$ cat src/rtl/adder_pkg.sv
// Shared constants for the pipelined adder.
//   DEF_WIDTH  : default operand/sum width
//   DEF_STAGES : default pipeline depth
//   seg_width  : per-stage segment width, guarded against a zero stage count
package adder_pkg;

  localparam int unsigned DEF_WIDTH  = 8;
  localparam int unsigned DEF_STAGES = 2;

  function automatic int unsigned seg_width(int unsigned width, int unsigned stages);
    return (stages == 0) ? width : width / stages;
  endfunction

endpackage

$ cat src/rtl/adder_pipe_if.sv
// Operand/result handshake bundle for adder_pipe.
//   in_valid/in_ready  : operand beat handshake (a, b, sub)
//   out_valid/out_ready: result beat handshake (sum, carry, overflow)
//   master: the block feeding operands and taking results; slave: the adder.
interface adder_pipe_if
  import adder_pkg::*;
#(
  parameter int unsigned WIDTH = DEF_WIDTH
);
  logic             in_valid;
  logic             in_ready;
  logic [WIDTH-1:0] a;
  logic [WIDTH-1:0] b;
  logic             sub;
  logic             out_valid;
  logic             out_ready;
  logic [WIDTH-1:0] sum;
  logic             carry;
  logic             overflow;

  modport master (
    output in_valid, a, b, sub, out_ready,
    input  in_ready, out_valid, sum, carry, overflow
  );

  modport slave (
    input  in_valid, a, b, sub, out_ready,
    output in_ready, out_valid, sum, carry, overflow
  );
endinterface

$ cat src/rtl/adder_seg.sv
// Combinational ripple-carry adder for one pipeline segment.
//   a, b : segment operands
//   cin  : carry in
//   s    : segment sum
//   cout : carry out of the segment MSB
module adder_seg #(
  parameter int unsigned WIDTH = 4
) (
  input  logic [WIDTH-1:0] a,
  input  logic [WIDTH-1:0] b,
  input  logic             cin,
  output logic [WIDTH-1:0] s,
  output logic             cout
);
  logic [WIDTH:0] c;

  always_comb begin
    c    = '0;
    s    = '0;
    c[0] = cin;
    for (int i = 0; i < WIDTH; i++) begin
      s[i]     = a[i] ^ b[i] ^ c[i];
      c[i + 1] = (a[i] & b[i]) | (c[i] & (a[i] ^ b[i]));
    end
  end

  assign cout = c[WIDTH];
endmodule

$ cat src/rtl/adder_pipe.sv
// Pipelined add/subtract with valid/ready handshake on both sides.
//   clk : clock, rising edge
//   rst : synchronous active-high reset; drops all in-flight beats
//   bus : adder_pipe_if slave (in_valid/in_ready/a/b/sub in,
//         out_valid/out_ready/sum/carry/overflow out)
// Stage k adds operand segment k plus the carry registered by stage k-1; operands
// and partial sum travel with the beat. A stalled output freezes every stage.
// Optional macro ADDER_PIPE_SAT_EN: unsigned saturation of sum at the output.
module adder_pipe
  import adder_pkg::*;
#(
  parameter int unsigned WIDTH  = DEF_WIDTH,
  parameter int unsigned STAGES = DEF_STAGES
) (
  input logic         clk,
  input logic         rst,
  adder_pipe_if.slave bus
);
  localparam int unsigned SEG  = seg_width(WIDTH, STAGES);
  localparam int unsigned LAST = (STAGES == 0) ? 0 : STAGES - 1;

  if ((STAGES < 1) || (STAGES > WIDTH) || ((WIDTH % STAGES) != 0)) begin : g_cfg_check
    $error("adder_pipe: WIDTH must be a multiple of STAGES with 1 <= STAGES <= WIDTH");
  end

  // Per-stage registers; b is kept pre-inverted for subtraction.
  logic [STAGES-1:0][WIDTH-1:0] a_q, bp_q, s_q;
  logic [STAGES-1:0]            v_q, c_q, sub_q;

  // Inputs seen by each stage: the external beat for stage 0, else the previous stage.
  logic [STAGES-1:0][WIDTH-1:0] in_a, in_bp, in_s, nxt_s;
  logic [STAGES-1:0]            in_v, in_c, in_sub;
  logic [STAGES-1:0][SEG-1:0]   seg_s;
  logic [STAGES-1:0]            seg_c;
  logic                         advance;

  assign advance      = !(v_q[LAST] && !bus.out_ready);
  assign bus.in_ready = advance;

  always_comb begin
    in_a   = '0;
    in_bp  = '0;
    in_s   = '0;
    in_v   = '0;
    in_c   = '0;
    in_sub = '0;
    in_a[0]   = bus.a;
    in_bp[0]  = bus.sub ? ~bus.b : bus.b;
    in_c[0]   = bus.sub;  // a + ~b + 1 for subtraction
    in_sub[0] = bus.sub;
    in_v[0]   = bus.in_valid;
    for (int k = 1; k < STAGES; k++) begin
      in_a[k]   = a_q[k-1];
      in_bp[k]  = bp_q[k-1];
      in_s[k]   = s_q[k-1];
      in_c[k]   = c_q[k-1];
      in_sub[k] = sub_q[k-1];
      in_v[k]   = v_q[k-1];
    end
  end

  for (genvar k = 0; k < STAGES; k++) begin : g_seg
    adder_seg #(
      .WIDTH(SEG)
    ) u_seg (
      .a   (in_a[k][k*SEG +: SEG]),
      .b   (in_bp[k][k*SEG +: SEG]),
      .cin (in_c[k]),
      .s   (seg_s[k]),
      .cout(seg_c[k])
    );
  end

  always_comb begin
    nxt_s = in_s;
    for (int k = 0; k < STAGES; k++) begin
      nxt_s[k][k*SEG +: SEG] = seg_s[k];
    end
  end

  always_ff @(posedge clk) begin
    if (rst) begin
      v_q   <= '0;
      a_q   <= '0;
      bp_q  <= '0;
      s_q   <= '0;
      c_q   <= '0;
      sub_q <= '0;
    end else if (advance) begin
      v_q   <= in_v;
      a_q   <= in_a;
      bp_q  <= in_bp;
      s_q   <= nxt_s;
      c_q   <= seg_c;
      sub_q <= in_sub;
    end
  end

  logic [WIDTH-1:0] raw_sum;
  assign raw_sum       = s_q[LAST];
  assign bus.out_valid = v_q[LAST];
  assign bus.carry     = c_q[LAST];
  assign bus.overflow  = (a_q[LAST][WIDTH-1] == bp_q[LAST][WIDTH-1]) &&
                         (raw_sum[WIDTH-1] != a_q[LAST][WIDTH-1]);

  always_comb begin
    bus.sum = raw_sum;
`ifdef ADDER_PIPE_SAT_EN
    // Flags keep reporting the raw result; only the sum clamps.
    if (!sub_q[LAST] && c_q[LAST]) begin
      bus.sum = '1;
    end else if (sub_q[LAST] && !c_q[LAST]) begin
      bus.sum = '0;
    end
`endif
  end

  // Only MSBs of the final-stage operands and (in the default build) none of sub_q are read.
  logic unused_bits;
  assign unused_bits = ^{a_q, bp_q, sub_q};
endmodule

$ cat src/flat_wrapper.sv
// flat-port wrapper written by rule: the top's interface ports become plain ports
module adder_pipe_flat import adder_pkg::*;
#(
  parameter int unsigned WIDTH  = DEF_WIDTH,
  parameter int unsigned STAGES = DEF_STAGES
)
  (clk, rst, bus_in_valid, bus_a, bus_b, bus_sub, bus_out_ready, bus_in_ready, bus_out_valid, bus_sum, bus_carry, bus_overflow);
  adder_pipe_if #(.WIDTH(WIDTH)) bus_i ();
  input logic clk;
  input logic rst;
  input wire logic [$bits(bus_i.in_valid)-1:0] bus_in_valid;
  input wire logic [$bits(bus_i.a)-1:0] bus_a;
  input wire logic [$bits(bus_i.b)-1:0] bus_b;
  input wire logic [$bits(bus_i.sub)-1:0] bus_sub;
  input wire logic [$bits(bus_i.out_ready)-1:0] bus_out_ready;
  output wire logic [$bits(bus_i.in_ready)-1:0] bus_in_ready;
  output wire logic [$bits(bus_i.out_valid)-1:0] bus_out_valid;
  output wire logic [$bits(bus_i.sum)-1:0] bus_sum;
  output wire logic [$bits(bus_i.carry)-1:0] bus_carry;
  output wire logic [$bits(bus_i.overflow)-1:0] bus_overflow;
  assign bus_i.in_valid = bus_in_valid;
  assign bus_i.a = bus_a;
  assign bus_i.b = bus_b;
  assign bus_i.sub = bus_sub;
  assign bus_i.out_ready = bus_out_ready;
  assign bus_in_ready = bus_i.in_ready;
  assign bus_out_valid = bus_i.out_valid;
  assign bus_sum = bus_i.sum;
  assign bus_carry = bus_i.carry;
  assign bus_overflow = bus_i.overflow;
  adder_pipe #(.WIDTH(WIDTH), .STAGES(STAGES)) u_core (.clk(clk), .rst(rst), .bus(bus_i));
endmodule
$ cat config.mk
export PLATFORM = sky130hd
export DESIGN_NAME = adder_pipe_flat
export DESIGN_NICKNAME = d
export VERILOG_FILES = /design/src/rtl/adder_pkg.sv /design/src/rtl/adder_pipe_if.sv /design/src/rtl/adder_seg.sv /design/src/rtl/adder_pipe.sv /design/src/flat_wrapper.sv
export SDC_FILE = /design/constraint.sdc
export NUM_CORES = 1
export LEC_CHECK = 0
export ABC_AREA = 1
export CORE_MARGIN = 2
export CORE_UTILIZATION = 48
export DETAILED_ROUTE_END_ITERATION = 12
export PLACE_DENSITY = 0.88
export REMOVE_ABC_BUFFERS = 1
export SYNTH_ARGS = -nofsm -noshare
export SYNTH_HDL_FRONTEND = slang
export SYNTH_SLANG_ARGS = --single-unit
$ cat constraint.sdc
create_clock -name clk -period 2.54 [get_ports clk]
set_input_delay 0.508 -clock clk [delete_from_list [all_inputs] [get_ports clk]]
set_output_delay 0.508 -clock clk [all_outputs]
set_load 0.01 [all_outputs]
==> flow_metrics.tcl, run 1 <==
set metrics [dict create \
    die_w_um 57.3 \
    drtIter0Drc 13 \
    ant_nets 0 \
    p_leak_uw 0.000792 \
    final_net_count 240 \
    setup_viol 0 \
    synth_cell_types 20 \
    period_share_pct 93.1 \
    outcome "complete, no violations" \
    die-area_sq_um 3280 \
    grt_max_degree 23 \
    overflow 0 \
    globalplace.congestion 0.723 \
    synthCells 179 \
    syn2layout_area_growth_pct 25.9 \
    place.detailed.hpwl_um 1820 \
    yosys_warnings 0 \
    placedCellCount 238 \
    first_global_vias 1011 \
    wl_per_cell_um 9.89 \
    crit_type "in2reg" \
    root_buffer "clkbuf_4" \
    cts.sinks 26 \
    n_antenna_cell 0 \
    die_h_um 57.3 \
    rsz0062_at_grt "no" \
    finalInstanceArea_sq_um 1720 \
    max_clock_freq_mhz 423 \
    row_count 19 \
    grt_pass1_wl_um 4210 \
    synth.avg_cell_area_sq_um 7.61 \
    cts_resized 0 \
    worstRegToRegCells 10 \
    io_buffers 32 \
    final_util_pct 62.7 \
    place_area_sq_um 1680 \
    clkSlewWorstSetupHoldPaths_ns 0.14 \
    cts_buffer_depth 2 \
    peakVddDrop_v 0.000407 \
    worstPathArrival_ns 2.61 \
    hold_violations 0 \
    mostFrequentLayoutCells "nor2_1, clkdlybuf4s50_1, nand2_1, dfxtp_1, inv_1" \
    cts_setup_buffers 0 \
    gr-usage-all-layers_pct 16.5 \
    cts_buffers 3 \
    hp-start "u_core.v_q[0]" \
    yosysSeqAreaShare_pct 38.2 \
    initial_core_util_pct 49.8 \
    htreeDepth 1 \
    cp.required_ns 2.78 \
    clkLatencyLatePin_ns 0.33 \
    vias 1110 \
    antenna_found_initial 0 \
    layout_min_cycle_time_ns 2.37 \
    drive_above_1_share_pct 7.11 \
    final_common_cell "nor2_1" \
    wirelength_um 2390 \
    relSlewSlack_pct 69.3 \
    dr.pass1.iters 4 \
    final_max_slew_viol_count 0 \
    critPathLaunch "bus_sub" \
    cp_max_fo 8 \
    crit_path_end_kind "flip-flop" \
    viasPerCell 4.59 \
    netlist_area_sq_um 1360 \
    cts_hold_buf 0 \
    finClkSkew_ns 0.00598 \
    core_sq_um 2730 \
    r2r-start "u_core.c_q[0]" \
    cts_tree "yes" \
    drv_cap 0 \
    ys_ff_latch 26 \
    worstMarginPinSlew_ns 0.459 \
    drt_drc_violations_left 0 \
    ios 33 \
    min_path_cells 2 \
    hold_path_class "reg2reg" \
    fin_cells 242 \
    p_per_area_nw_per_um2 538 \
    cp-start-kind "primary input" \
]
## cells by family (layout without fill, tap and decap cells)
group / after synthesis / count (layout) / share of synthesized area, %
AND/OR/NAND/NOR: 90 / 90 / 27.5
buffers and inverters: 35 / 67 / 12.8
flip-flops: 26 / 26 / 38.2
AO/OA/AOI/OAI: 18 / 18 / 9.37
adder cells (fa/ha/maj): 7 / 7 / 10.3
XOR/XNOR: 3 / 3 / 1.93
## Yosys cell counts
cell type | instances | area, sq um
a21oi_1 | 3 | 15.0
buf_2 | 2 | 10.0
buf_6 | 4 | 45.0
clkbuf_1 | 1 | 3.75
clkbuf_8 | 1 | 13.8
dfxtp_1 | 26 | 521
fa_1 | 7 | 140
inv_1 | 25 | 93.8
inv_2 | 2 | 7.51
nand2_1 | 31 | 116
nand2_4 | 1 | 11.3
nand3_1 | 2 | 10.0
nand3b_1 | 3 | 22.5
nor2_1 | 49 | 184
nor2_2 | 3 | 18.8
nor2_4 | 1 | 11.3
o21a_1 | 1 | 7.51
o21bai_1 | 14 | 105
xnor2_1 | 1 | 8.76
xor2_1 | 2 | 17.5
## report_power, final
part	switching, uW	leakage, uW	total (uW)	internal [uW]
registers	23.1	0.000216	473	450
logic	109	0.000555	237	128
clock network	126	0.0000210	214	88.0
## worst max-delay path: stages
cell and delay (ns):
clkdlybuf4s50_1 0.62, xor2_1 0.22, fa_1 0.21, inv_1 0.06
fa_1 0.35, inv_1 0.08, fa_1 0.40, nor2_1 0.11
nor2_1 0.05
## state kept, by name, summed over array words and instances (netlist names)
signal	flops
u_core.v_q	2
u_core.in_s	4
u_core.bus.sum	8
u_core.c_q	2
u_core.bp_q	5
u_core.a_q	5
## layout make-up
cell class / count / area [sq um]
Fill cell: 250 / 1020
Multi-Input combinational cell: 118 / 668
Inverter: 27 / 101
Sequential cell: 26 / 520
Tap cell: 31 / 38.8
Clock buffer: 4 / 36.3
Timing Repair Buffer: 36 / 350
## metrics by stage
step	power [uW]	setup slack, ns	hold WS, ns	TNS, ns
global placement	713	-0.127	0.449	-0.166
CTS	931	0.172	0.469	0
finish	923	0.175	0.467	0
floorplan	613	0.437	0.430	0
detailed placement	722	-0.186	0.451	-0.275
global route	980	0.0287	0.491	0
## final timing paths
| check | endpoint | slack [ns] |
|---|---|---|
| setup / recovery | u_core.in_s[11] | 0.17 |
| hold / removal | u_core.v_q[1] | 0.47 |
| setup reg to reg | u_core.bus.sum[7] | 0.34 |
| hold reg to reg | u_core.v_q[1] | 0.47 |
## metal layers
layer	track usage [%]	wire (um)	up-vias
li1	-	-	593
met1	19.7	1120	493
met2	29.2	1140	19
met3	2.04	76	5
met4	7.97	60	0
met5	0	0	-
No activity file was read; power rests on OpenSTA's default activity.
==> inputs of run 2 (changes only) <==
--- a/config.mk
+++ b/config.mk
@@ -9,6 +9,7 @@
 export CORE_MARGIN = 2
 export CORE_UTILIZATION = 48
 export DETAILED_ROUTE_END_ITERATION = 12
+export GPL_ROUTABILITY_DRIVEN = 0
 export PLACE_DENSITY = 0.88
 export REMOVE_ABC_BUFFERS = 1
 export SYNTH_ARGS = -nofsm -noshare
==> results of run 2 <==
No change in the layout: final DEF, timing and power equal those of run 1.
